<file path="config.mk">
export PLATFORM = sky130hd
export DESIGN_NAME = rx_frame_ctrl_flat
export DESIGN_NICKNAME = d
export VERILOG_FILES = /design/src/rtl/rx_frame_ctrl_if.sv /design/src/rtl/rx_frame_ctrl.sv /design/src/flat_wrapper.sv
export SDC_FILE = /design/constraint.sdc
export NUM_CORES = 1
export LEC_CHECK = 0
export ABC_AREA = 1
export CORE_AREA = 3 3 111 92
export CTS_CLUSTER_DIAMETER = 120
export DETAILED_ROUTE_END_ITERATION = 8
export DIE_AREA = 0 0 114 95
export GPL_ROUTABILITY_DRIVEN = 0
export GPL_TIMING_DRIVEN = 0
export PLACE_DENSITY = 0.67
export REMOVE_ABC_BUFFERS = 1
export SLEW_MARGIN = 20
export SYNTH_ARGS = -nofsm -noshare
export SYNTH_HDL_FRONTEND = slang
export SYNTH_SLANG_ARGS = --single-unit
</file>
<file path="constraint.sdc">
create_clock -name clk -period 6.15 [get_ports clk]
set_input_delay 0.615 -clock clk [delete_from_list [all_inputs] [get_ports clk]]
set_output_delay 0.615 -clock clk [all_outputs]
set_load 0.02 [all_outputs]
</file>
<file path="src/rtl/rx_frame_ctrl_if.sv">
// XGMII receive word plus frame-delimiter status and counter strobes.
// master: drives rxd_in/rxc_in and observes status. slave: rx_frame_ctrl.
interface rx_frame_ctrl_if #(
    parameter int unsigned LEN_WIDTH = 16
);
    logic [63:0]          rxd_in;
    logic [7:0]           rxc_in;
    logic                 cnt_load;
    logic                 cnt_en;
    logic                 in_frame;
    logic                 frame_done;
    logic                 frame_good;
    logic                 too_short;
    logic                 too_long;
    logic                 code_err;
    logic [LEN_WIDTH-1:0] frame_len;

    modport master (
        output rxd_in, rxc_in,
        input  cnt_load, cnt_en, in_frame, frame_done, frame_good,
               too_short, too_long, code_err, frame_len
    );

    modport slave (
        input  rxd_in, rxc_in,
        output cnt_load, cnt_en, in_frame, frame_done, frame_good,
               too_short, too_long, code_err, frame_len
    );
endinterface

</file>
<file path="src/rtl/rx_frame_ctrl.sv">
// Receive-side XGMII frame delimiter: finds Start/Terminate, measures frame
// length after the SFD (FCS included), strobes the word counter and flags
// runt / oversize / coding-error frames.
// Optional feature macro: RX_JUMBO_EN raises the upper length bound to JUMBO_MAX.
module rx_frame_ctrl #(
    parameter int unsigned LEN_WIDTH = 16,
    parameter int unsigned MIN_FRAME = 64,
    parameter int unsigned MAX_FRAME = 1518,
    parameter int unsigned JUMBO_MAX = 9018
) (
    input  logic           clk,
    input  logic           reset,
    rx_frame_ctrl_if.slave rx
);

`ifdef RX_JUMBO_EN
    localparam bit JUMBO_EN = 1'b1;
`else
    localparam bit JUMBO_EN = 1'b0;
`endif
    localparam int unsigned MAX_LEN = JUMBO_EN ? JUMBO_MAX : MAX_FRAME;
    localparam logic [LEN_WIDTH-1:0] MIN_L = LEN_WIDTH'(MIN_FRAME);
    localparam logic [LEN_WIDTH-1:0] MAX_L = LEN_WIDTH'(MAX_LEN);
    localparam logic [7:0] CH_START = 8'hFB;
    localparam logic [7:0] CH_TERM  = 8'hFD;
    localparam logic [7:0] CH_IDLE  = 8'h07;

    typedef enum logic [1:0] {
        IDLE = 2'd0,
        PRE4 = 2'd1,
        DATA = 2'd2
    } state_e;

    state_e               state_q, state_d;
    logic [LEN_WIDTH-1:0] len_q, len_d;
    logic                 err_q, err_d;
    logic                 load_q, load_d;
    logic                 en_q, en_d;
    logic                 inf_q, inf_d;
    logic                 done_q, done_d;
    logic                 good_q, good_d;
    logic                 short_q, short_d;
    logic                 long_q, long_d;
    logic                 cerr_q, cerr_d;
    logic [LEN_WIDTH-1:0] flen_q, flen_d;

    logic [7:0]           is_term;
    logic [7:0]           before_t;
    logic [3:0]           t_lane;
    logic                 t_found;
    logic                 ctl_err;
    logic                 lanes03_idle;
    logic                 start0;
    logic                 start4;

    // Word decode: lowest Terminate lane, control chars ahead of it, Start patterns
    always_comb begin
        is_term      = '0;
        before_t     = '0;
        t_lane       = 4'd8;
        lanes03_idle = 1'b1;
        for (int k = 0; k < 8; k++) begin
            is_term[k] = rx.rxc_in[k] && (rx.rxd_in[8*k +: 8] == CH_TERM);
        end
        for (int k = 7; k >= 0; k--) begin
            if (is_term[k]) t_lane = 4'(k);
        end
        for (int k = 0; k < 8; k++) begin
            before_t[k] = (4'(k) < t_lane);
        end
        for (int k = 0; k < 4; k++) begin
            lanes03_idle = lanes03_idle && rx.rxc_in[k] && (rx.rxd_in[8*k +: 8] == CH_IDLE);
        end
        t_found = |is_term;
        ctl_err = |(rx.rxc_in & before_t);
        start0  = rx.rxc_in[0] && (rx.rxd_in[7:0] == CH_START);
        start4  = lanes03_idle && rx.rxc_in[4] && (rx.rxd_in[39:32] == CH_START);
    end

    logic [3:0]           add_c;
    logic [LEN_WIDTH:0]   sum_w;
    logic [LEN_WIDTH-1:0] len_sum;
    logic                 fin;
    logic                 fin_err;
    logic [LEN_WIDTH-1:0] fin_len;

    // Next state, length accumulation and end-of-frame qualification
    always_comb begin
        state_d = state_q;
        len_d   = len_q;
        err_d   = err_q;
        load_d  = 1'b0;
        en_d    = 1'b0;
        inf_d   = 1'b0;
        done_d  = 1'b0;
        good_d  = 1'b0;
        short_d = 1'b0;
        long_d  = 1'b0;
        cerr_d  = 1'b0;
        flen_d  = '0;
        fin     = 1'b0;
        fin_err = 1'b0;
        fin_len = '0;

        if (state_q == PRE4) begin
            add_c = t_found ? 4'd0 : 4'd4;
        end else begin
            add_c = t_found ? t_lane : 4'd8;
        end
        sum_w   = {1'b0, len_q} + (LEN_WIDTH + 1)'(add_c);
        len_sum = sum_w[LEN_WIDTH] ? '1 : sum_w[LEN_WIDTH-1:0];

        case (state_q)
            IDLE: begin
                if (start0 || start4) begin
                    state_d = start0 ? DATA : PRE4;
                    len_d   = '0;
                    err_d   = 1'b0;
                    load_d  = 1'b1;
                    inf_d   = 1'b1;
                end
            end
            PRE4, DATA: begin
                inf_d = 1'b1;
                if (t_found) begin
                    fin     = 1'b1;
                    fin_len = len_sum;
                    fin_err = err_q || ctl_err;
                    en_d    = (state_q == DATA) && (add_c != 4'd0);
                    state_d = IDLE;
                    len_d   = '0;
                    err_d   = 1'b0;
                end else if (start0 || start4) begin
                    // Abort current frame; the new one starts on this same word
                    fin     = 1'b1;
                    fin_len = len_q;
                    fin_err = 1'b1;
                    state_d = start0 ? DATA : PRE4;
                    len_d   = '0;
                    err_d   = 1'b0;
                    load_d  = 1'b1;
                end else begin
                    len_d   = len_sum;
                    err_d   = err_q || ctl_err;
                    en_d    = (state_q == DATA);
                    state_d = (state_q == PRE4) ? DATA : state_q;
                end
            end
            default: begin
                state_d = IDLE;
            end
        endcase

        if (fin) begin
            done_d  = 1'b1;
            flen_d  = fin_len;
            short_d = fin_len < MIN_L;
            long_d  = fin_len > MAX_L;
            cerr_d  = fin_err;
            good_d  = !(short_d || long_d || fin_err);
        end
    end

    // State and registered outputs
    always_ff @(posedge clk or posedge reset) begin
        if (reset) begin
            state_q <= IDLE;
            len_q   <= '0;
            err_q   <= 1'b0;
            load_q  <= 1'b0;
            en_q    <= 1'b0;
            inf_q   <= 1'b0;
            done_q  <= 1'b0;
            good_q  <= 1'b0;
            short_q <= 1'b0;
            long_q  <= 1'b0;
            cerr_q  <= 1'b0;
            flen_q  <= '0;
        end else begin
            state_q <= state_d;
            len_q   <= len_d;
            err_q   <= err_d;
            load_q  <= load_d;
            en_q    <= en_d;
            inf_q   <= inf_d;
            done_q  <= done_d;
            good_q  <= good_d;
            short_q <= short_d;
            long_q  <= long_d;
            cerr_q  <= cerr_d;
            flen_q  <= flen_d;
        end
    end

    assign rx.cnt_load   = load_q;
    assign rx.cnt_en     = en_q;
    assign rx.in_frame   = inf_q;
    assign rx.frame_done = done_q;
    assign rx.frame_good = good_q;
    assign rx.too_short  = short_q;
    assign rx.too_long   = long_q;
    assign rx.code_err   = cerr_q;
    assign rx.frame_len  = flen_q;

endmodule
</file>
<file path="src/flat_wrapper.sv">
// flat-port wrapper written by rule: the top's interface ports become plain ports
module rx_frame_ctrl_flat 
#(
    parameter int unsigned LEN_WIDTH = 16,
    parameter int unsigned MIN_FRAME = 64,
    parameter int unsigned MAX_FRAME = 1518,
    parameter int unsigned JUMBO_MAX = 9018
)
  (clk, reset, rx_rxd_in, rx_rxc_in, rx_cnt_load, rx_cnt_en, rx_in_frame, rx_frame_done, rx_frame_good, rx_too_short, rx_too_long, rx_code_err, rx_frame_len);
  rx_frame_ctrl_if #(.LEN_WIDTH(LEN_WIDTH)) rx_i ();
  input  logic clk;
  input  logic reset;
  input wire logic [$bits(rx_i.rxd_in)-1:0] rx_rxd_in;
  input wire logic [$bits(rx_i.rxc_in)-1:0] rx_rxc_in;
  output wire logic [$bits(rx_i.cnt_load)-1:0] rx_cnt_load;
  output wire logic [$bits(rx_i.cnt_en)-1:0] rx_cnt_en;
  output wire logic [$bits(rx_i.in_frame)-1:0] rx_in_frame;
  output wire logic [$bits(rx_i.frame_done)-1:0] rx_frame_done;
  output wire logic [$bits(rx_i.frame_good)-1:0] rx_frame_good;
  output wire logic [$bits(rx_i.too_short)-1:0] rx_too_short;
  output wire logic [$bits(rx_i.too_long)-1:0] rx_too_long;
  output wire logic [$bits(rx_i.code_err)-1:0] rx_code_err;
  output wire logic [$bits(rx_i.frame_len)-1:0] rx_frame_len;
  assign rx_i.rxd_in = rx_rxd_in;
  assign rx_i.rxc_in = rx_rxc_in;
  assign rx_cnt_load = rx_i.cnt_load;
  assign rx_cnt_en = rx_i.cnt_en;
  assign rx_in_frame = rx_i.in_frame;
  assign rx_frame_done = rx_i.frame_done;
  assign rx_frame_good = rx_i.frame_good;
  assign rx_too_short = rx_i.too_short;
  assign rx_too_long = rx_i.too_long;
  assign rx_code_err = rx_i.code_err;
  assign rx_frame_len = rx_i.frame_len;
  rx_frame_ctrl #(.LEN_WIDTH(LEN_WIDTH), .MIN_FRAME(MIN_FRAME), .MAX_FRAME(MAX_FRAME), .JUMBO_MAX(JUMBO_MAX)) u_core (.clk(clk), .reset(reset), .rx(rx_i));
endmodule
</file>
Yosys cells after proc, flatten, opt, wreduce, memory -nomap -nowiden:

Index checks and enable logic that the tools add are counted.
W data, S select, Z words.

* latch bits: 0
* bits in read-only memories: 0
* bits in writable memories: 0
* memories: 0
* bits in registers: 43
* logic and storage cells: 120
* bits of input ports: 74

* $lt $le $gt $ge: 10
* equal/unequal tests: 18
* reduce and logical (&&, ||, !) cells: 32
* div/mod/pow operators: 0
* bitwise logic cells: 1
* multiply operators: 0
* $add $sub $neg: 1
* multiplexer cells: 46
* shift operators: 0

Operators by type and width (count)
* $mux W16: 8
* $eq A8 B8 Y1 const B: 10
* $mux W4: 10
* $eq A8 B3 Y1 const B: 4
* $pmux W16 S2: 1
* $logic_and A1 B1 Y1: 19
* $add A16 B4 Y17: 1
* $mux W1: 17
* $gt A16 B11 Y1 const B: 1
* $lt A16 B7 Y1 const B: 1
* $lt A3 B4 Y1 const A: 4
* $reduce_or A8 Y1: 2
* $mux W2: 5
* $and A8 B8 Y8: 1
* $lt A1 B4 Y1 const A: 2
* $lt A2 B4 Y1 const A: 2
* $pmux W1 S2: 3
* $logic_or A1 B1 Y1: 4
* $ne A4 B1 Y1 const B: 1
* $pmux W2 S2: 1
* $reduce_and A2 Y1: 2
* $reduce_bool A4 Y1: 1
* $mux W3: 1
* $eq A2 B1 Y1 const B: 1
* 6 further kinds: 6

Logic depth before layout (Yosys ltp):

* word-level depth: 21
* gate-level depth with buffers: 31
* gate-level depth less buffers: 31

Least setup slack after synthesis:

No wires, ideal clock.

* kind: input port to flip-flop
* start point: input rx_rxd_in[61]
* end point: register u_core.long_q (netlist: u_core.rx.too_long)
* path buffers: 1
* stages on the path: 29
* data required time: 6031 ps
* data arrival time: 3259 ps
* path slack: 2772 ps
* path through: nand2_1 -> nor2_1 -> nand3_1 -> inv_1 -> nand2_1 -> nand2_1 -> nand2_1 -> nand2_1 -> nand2_1 -> a21boi_0 -> nand2_1 -> inv_1 -> ha_1 -> inv_1 -> fa_1 -> nor2_2 -> nor2_4 -> nor2_4 -> nand2_2 -> buf_6 -> nand3_1 -> nand2_1 -> nand2_1 -> nand2_2 -> nor2_1 -> nand2_1 -> nor2_2 -> nand3_1 -> and2_1

* cells in the longest elaborated chain, start to end: 18

Ends and longest elaborated chain
* start, declared: RTL line flat_wrapper.sv:13 `input wire logic [$bits(rx_i.rxd_in)-1:0] rx_rxd_in;`
* $eq A8 B8 Y1 (*): RTL line rx_frame_ctrl.sv:63 `is_term[k] = rx.rxc_in[k] && (rx.rxd_in[8*k +: 8] == CH_TERM);`
* $logic_and A1 B1 Y1 (*): RTL line rx_frame_ctrl.sv:63
* $mux W4 (8 in a row): RTL line rx_frame_ctrl.sv:66 `if (is_term[k]) t_lane = 4'(k);`
* $mux W4: RTL line rx_frame_ctrl.sv:108 `add_c = t_found ? t_lane : 4'd8;`
* $mux W4: RTL line rx_frame_ctrl.sv:105 `if (state_q == PRE4) begin`
* $add A16 B4 Y17: RTL line rx_frame_ctrl.sv:110 `sum_w = {1'b0, len_q} + (LEN_WIDTH + 1)'(add_c);`
* $mux W16: RTL line rx_frame_ctrl.sv:111 `len_sum = sum_w[LEN_WIDTH] ? '1 : sum_w[LEN_WIDTH-1:0];`
* $mux W16: RTL line rx_frame_ctrl.sv:125 `if (t_found) begin`
* $mux W16: RTL line rx_frame_ctrl.sv:113 `case (state_q)`
* $gt A16 B11 Y1: RTL line rx_frame_ctrl.sv:158 `long_d = fin_len > MAX_L;`
* $mux W1 (*): RTL line rx_frame_ctrl.sv:154 `if (fin) begin`
* via u_core.long_d: RTL line rx_frame_ctrl.sv:43 `logic long_q, long_d;`
* end signal, assigned: RTL line rx_frame_ctrl.sv:189 `long_q <= long_d;`
* end, declared: RTL line rx_frame_ctrl.sv:43

Mark *: on every way through the listed nets, which the timed path passes. The rest lies on a longest branch.
A chain may end at the register's enable or synchronous reset.

Worst setup path after layout:

* start point: input rx_rxc_in[5]
* end point: register u_core.long_q (netlist: u_core.rx.too_long)

* cells in the longest elaborated chain, start to end: 15

Ends and longest elaborated chain
* start, declared: RTL line flat_wrapper.sv:14 `input wire logic [$bits(rx_i.rxc_in)-1:0] rx_rxc_in;`
* $logic_and A1 B1 Y1 (*): RTL line rx_frame_ctrl.sv:63
* $mux W4 (6 in a row): RTL line rx_frame_ctrl.sv:66
* $mux W4: RTL line rx_frame_ctrl.sv:108
* $mux W4: RTL line rx_frame_ctrl.sv:105
* $add A16 B4 Y17: RTL line rx_frame_ctrl.sv:110
* $mux W16: RTL line rx_frame_ctrl.sv:111
* $mux W16: RTL line rx_frame_ctrl.sv:125
* $mux W16: RTL line rx_frame_ctrl.sv:113
* $gt A16 B11 Y1: RTL line rx_frame_ctrl.sv:158
* $mux W1 (*): RTL line rx_frame_ctrl.sv:154
* via u_core.long_d: RTL line rx_frame_ctrl.sv:43

Marked as above.

==> impl_results.md <==
- Status: completed
- Multi-input gate area: approximately 2100 sq um
- Fin Clk Skew: slightly below 9 ps
- Clk sink count: 43
- CTS tree: yes
- Worst Setup End Kind: flop
- Vias in the first global route: 3482
- Gr usage total: 0.197
- Layer with the highest usage: met2
- Hold_ws: approximately 540 ps
- Fin Setup TNS: 0 ps
- Period utilization: 0.696
- CTS max path bufs: 2
- CP Class: in2reg
- NumNets Final: roughly 730
- Comb power frac: 0.430
- Total CTS buffers: 5
- Switching share of power: 0.396
- M2 GR Usage: 0.311
- Die X: ~110 um
- Placed cells: 754
- Die area: roughly 11000 sq um
- Input/output buffers: 97
- Sequential Area: about 1100 sq um
- Final Slew Violations: 0
- Global route total overflow: 0
- Synth Register Bits: between 40 and 50
- First-pass GRT wire length: about 17000 um
- Number of inserted diodes: 0
- Final setup fails: 0
- Hold Crit Depth: 2
- Dpl ws: roughly 1700 ps
- Max transition margin: 0.492
- Met3 Track Usage GR: 0.0211
- IO Pins: 98
- R2r setup slk: about 2700 ps
- Design Area, Final: approximately 4900 sq um
- P per Cell Area: between 200 and 250 nW/um^2
- H-tree level count: 2
- Mapped Avg Cell Area: roughly 6.6 sq um
- Row cnt: 31
- Vias/cell: about 4.9
- Wire per inst: 13.6 um
- DR iter-0 viols: about 320
- Core area: between 9000 and 10000 sq um
- Reg clk slew, reported paths: ~60 ps
- Reg2reg end: u_core.rx.too_long$_DFF_PP0_
- CTS Hold Buffers Added: 0
- Pre-antenna DRT Iters: 5
- Setup ws final: around 1900 ps
- Hold Fails Final Rpt: 0
- Worst reg2reg path depth: 21
- Req. time, crit path: roughly 6300 ps
- Post-DP HPWL: around 8300 um
- Post-Synthesis Cell Area: approximately 3600 sq um
- Max VDD drop: 247 uV
- Layout cells sized above 1: 0.0974
- Sequential power share: 0.295
- Switching Power: 440 uW
- Post-synth EDFFs: 0
- Crit path from: rx_rxc_in[5]
- Worst Hold Class: reg2reg
- Final Non-Filler Cells: 762
- Crit path max fanout: 14
- RSZ-0062 raised after global routing: false
- Post-layout min period: roughly 4300 ps
- Synthesized netlist cell count: 550
- Crit start category: input port
- Clk root buf: clkbuf_16
- GR Util met1: 0.291
- Final WL: around 10000 um
- Antenna viol nets, final: 0
- Filler Cell Count: slightly above 900
- Max Cap Viol: 0
- Ys async rst share: 1.00
- Layout Area Growth over Synthesis: 33.7%
- Slew @ Worst Pin: 761 ps
- DRC Markers: 0
- Most used DFF post-synth: dfrtp_1
- Hold EP: u_core.err_q$_DFFE_PP0P_
- Clock power share: 0.275
- Synth cell types: 47
- Synth Warn #: 0
- Pwr Total: approximately 1.1 mW
- Reg-to-Reg Start: u_core.state_q[1]$_DFFE_PP0P_
- Max Freq: between 200 and 250 MHz
- Post_cts resized: 0
- Largest net degree at the start of global routing: 25
- Vias post-DR: 3708
- Pint: ~670 uW
- Initial antenna violation count: 0
- Sequential area share after synthesis: 0.295
- P_leak: about 2.4 nW
- Starting Density: 0.402
- Post-CTS Setup Repair Bufs: 0
- Critical path data arrival time: 4460 ps
- Placed Area: ~4700 sq um
- Die Y: 95 um
- Clock latency on the worst-skew pair: 290 ps
- Hold path start: u_core.err_q$_DFFE_PP0P_
- Fin util: 0.538
-- layer usage --
metal | up-vias | wire length (um)
met1 | 1674 | 5090
met4 | 0 | 103
met2 | 111 | 4640
met5 | - | 0
li1 | 1912 | -
met3 | 11 | 548
-- critical path, stage by stage --
cell and delay (ps):
clkdlybuf4s50_1 510, nand3_1 90, nand3b_1 210, nand2_1 100
nand2_1 80, nand2_1 90, nand2_1 70, a21boi_0 200
nand2_1 100, inv_1 80, ha_1 210, inv_1 70
fa_1 430, nor2_2 190, nor2_4 70, nor2_4 100
nand2_2 210, nand3_1 170, nand2_1 60, nand2_1 120
nand2_2 90, nor2_1 140, nand2_1 70, nor2_2 130
nand3_1 100, and2_1 160
-- cell type report --
| cell class | count | share of cell area |
|---|---|---|
| tap | 115 | 0.0295 |
| multi-input combinational | 392 | 0.428 |
| sequential | 43 | 0.221 |
| clock inverter | 3 | 0.00897 |
| clock buffer | 5 | 0.0256 |
| inverter | 106 | 0.0826 |
| timing repair buffer | 98 | 0.205 |
-- worst max path at each step --
| stage | slack (ps) | end | cells after the start |
|---|---|---|---|
| floorplan | 2780 | u_core.rx.too_long$_DFF_PP0_ | 30 |
| global placement | 1700 | u_core.rx.too_long$_DFF_PP0_ | 26 |
| detailed placement | 1650 | u_core.rx.too_long$_DFF_PP0_ | 26 |
| CTS | 1910 | u_core.rx.too_long$_DFF_PP0_ | 26 |
| global route | 1510 | u_core.rx.too_long$_DFF_PP0_ | 27 |
| finish | 1870 | u_core.rx.too_long$_DFF_PP0_ | 26 |
-- cell usage after synthesis, drive strengths merged, types with 3 or more instances --
cell type / n / area [sq um]
a21oi: 9 / 60.1
buf: 8 / 76.3
dfrtp: 43 / 1080
ha: 8 / 100
inv: 104 / 395
nand2: 170 / 694
nand3: 67 / 390
nand3b: 3 / 26.3
nand4: 11 / 68.8
nor2: 80 / 374
o21ai: 7 / 35.0
o22ai: 17 / 169
xor2: 3 / 26.3
-- placed cells by master (no fill, tap or decap), types with 3 or more instances in the layout --
cell               n
a21oi_1            7
clkbuf_16          5
clkdlybuf4s50_1   97
dfrtp_1           43
ha_1               8
inv_1            101
nand2_1          157
nand2_2           10
nand3_1           59
nand3_2            6
nand4_1           11
nor2_1            66
nor2_2             8
nor2_4             5
o21ai_0            6
o22ai_1            7
o22ai_2           10
xor2_1             3
-- power groups by stage --
| stage | sequential [mW] | combinational, mW | clock (mW) |
|---|---|---|---|
| after floorplan | 0.335 | 0.312 | 0 |
| after global placement | 0.332 | 0.458 | 0 |
| after detailed placement | 0.332 | 0.468 | 0 |
| after CTS | 0.327 | 0.474 | 0.309 |
| after global routing | 0.331 | 0.527 | 0.320 |
| final | 0.328 | 0.477 | 0.305 |
-- cells by family after synthesis --
| kind of cell | count (synthesis) | share of synthesized area |
|---|---|---|
| AOI/OAI and AO/OA | 40 | 0.0875 |
| xor gates and xnor gates | 5 | 0.0120 |
| adders and majority gates | 9 | 0.0329 |
| buffers and inverters | 115 | 0.132 |
| DFF | 43 | 0.295 |
| and+or+nand+nor | 338 | 0.440 |
No activity file was read; power rests on OpenSTA's default activity.
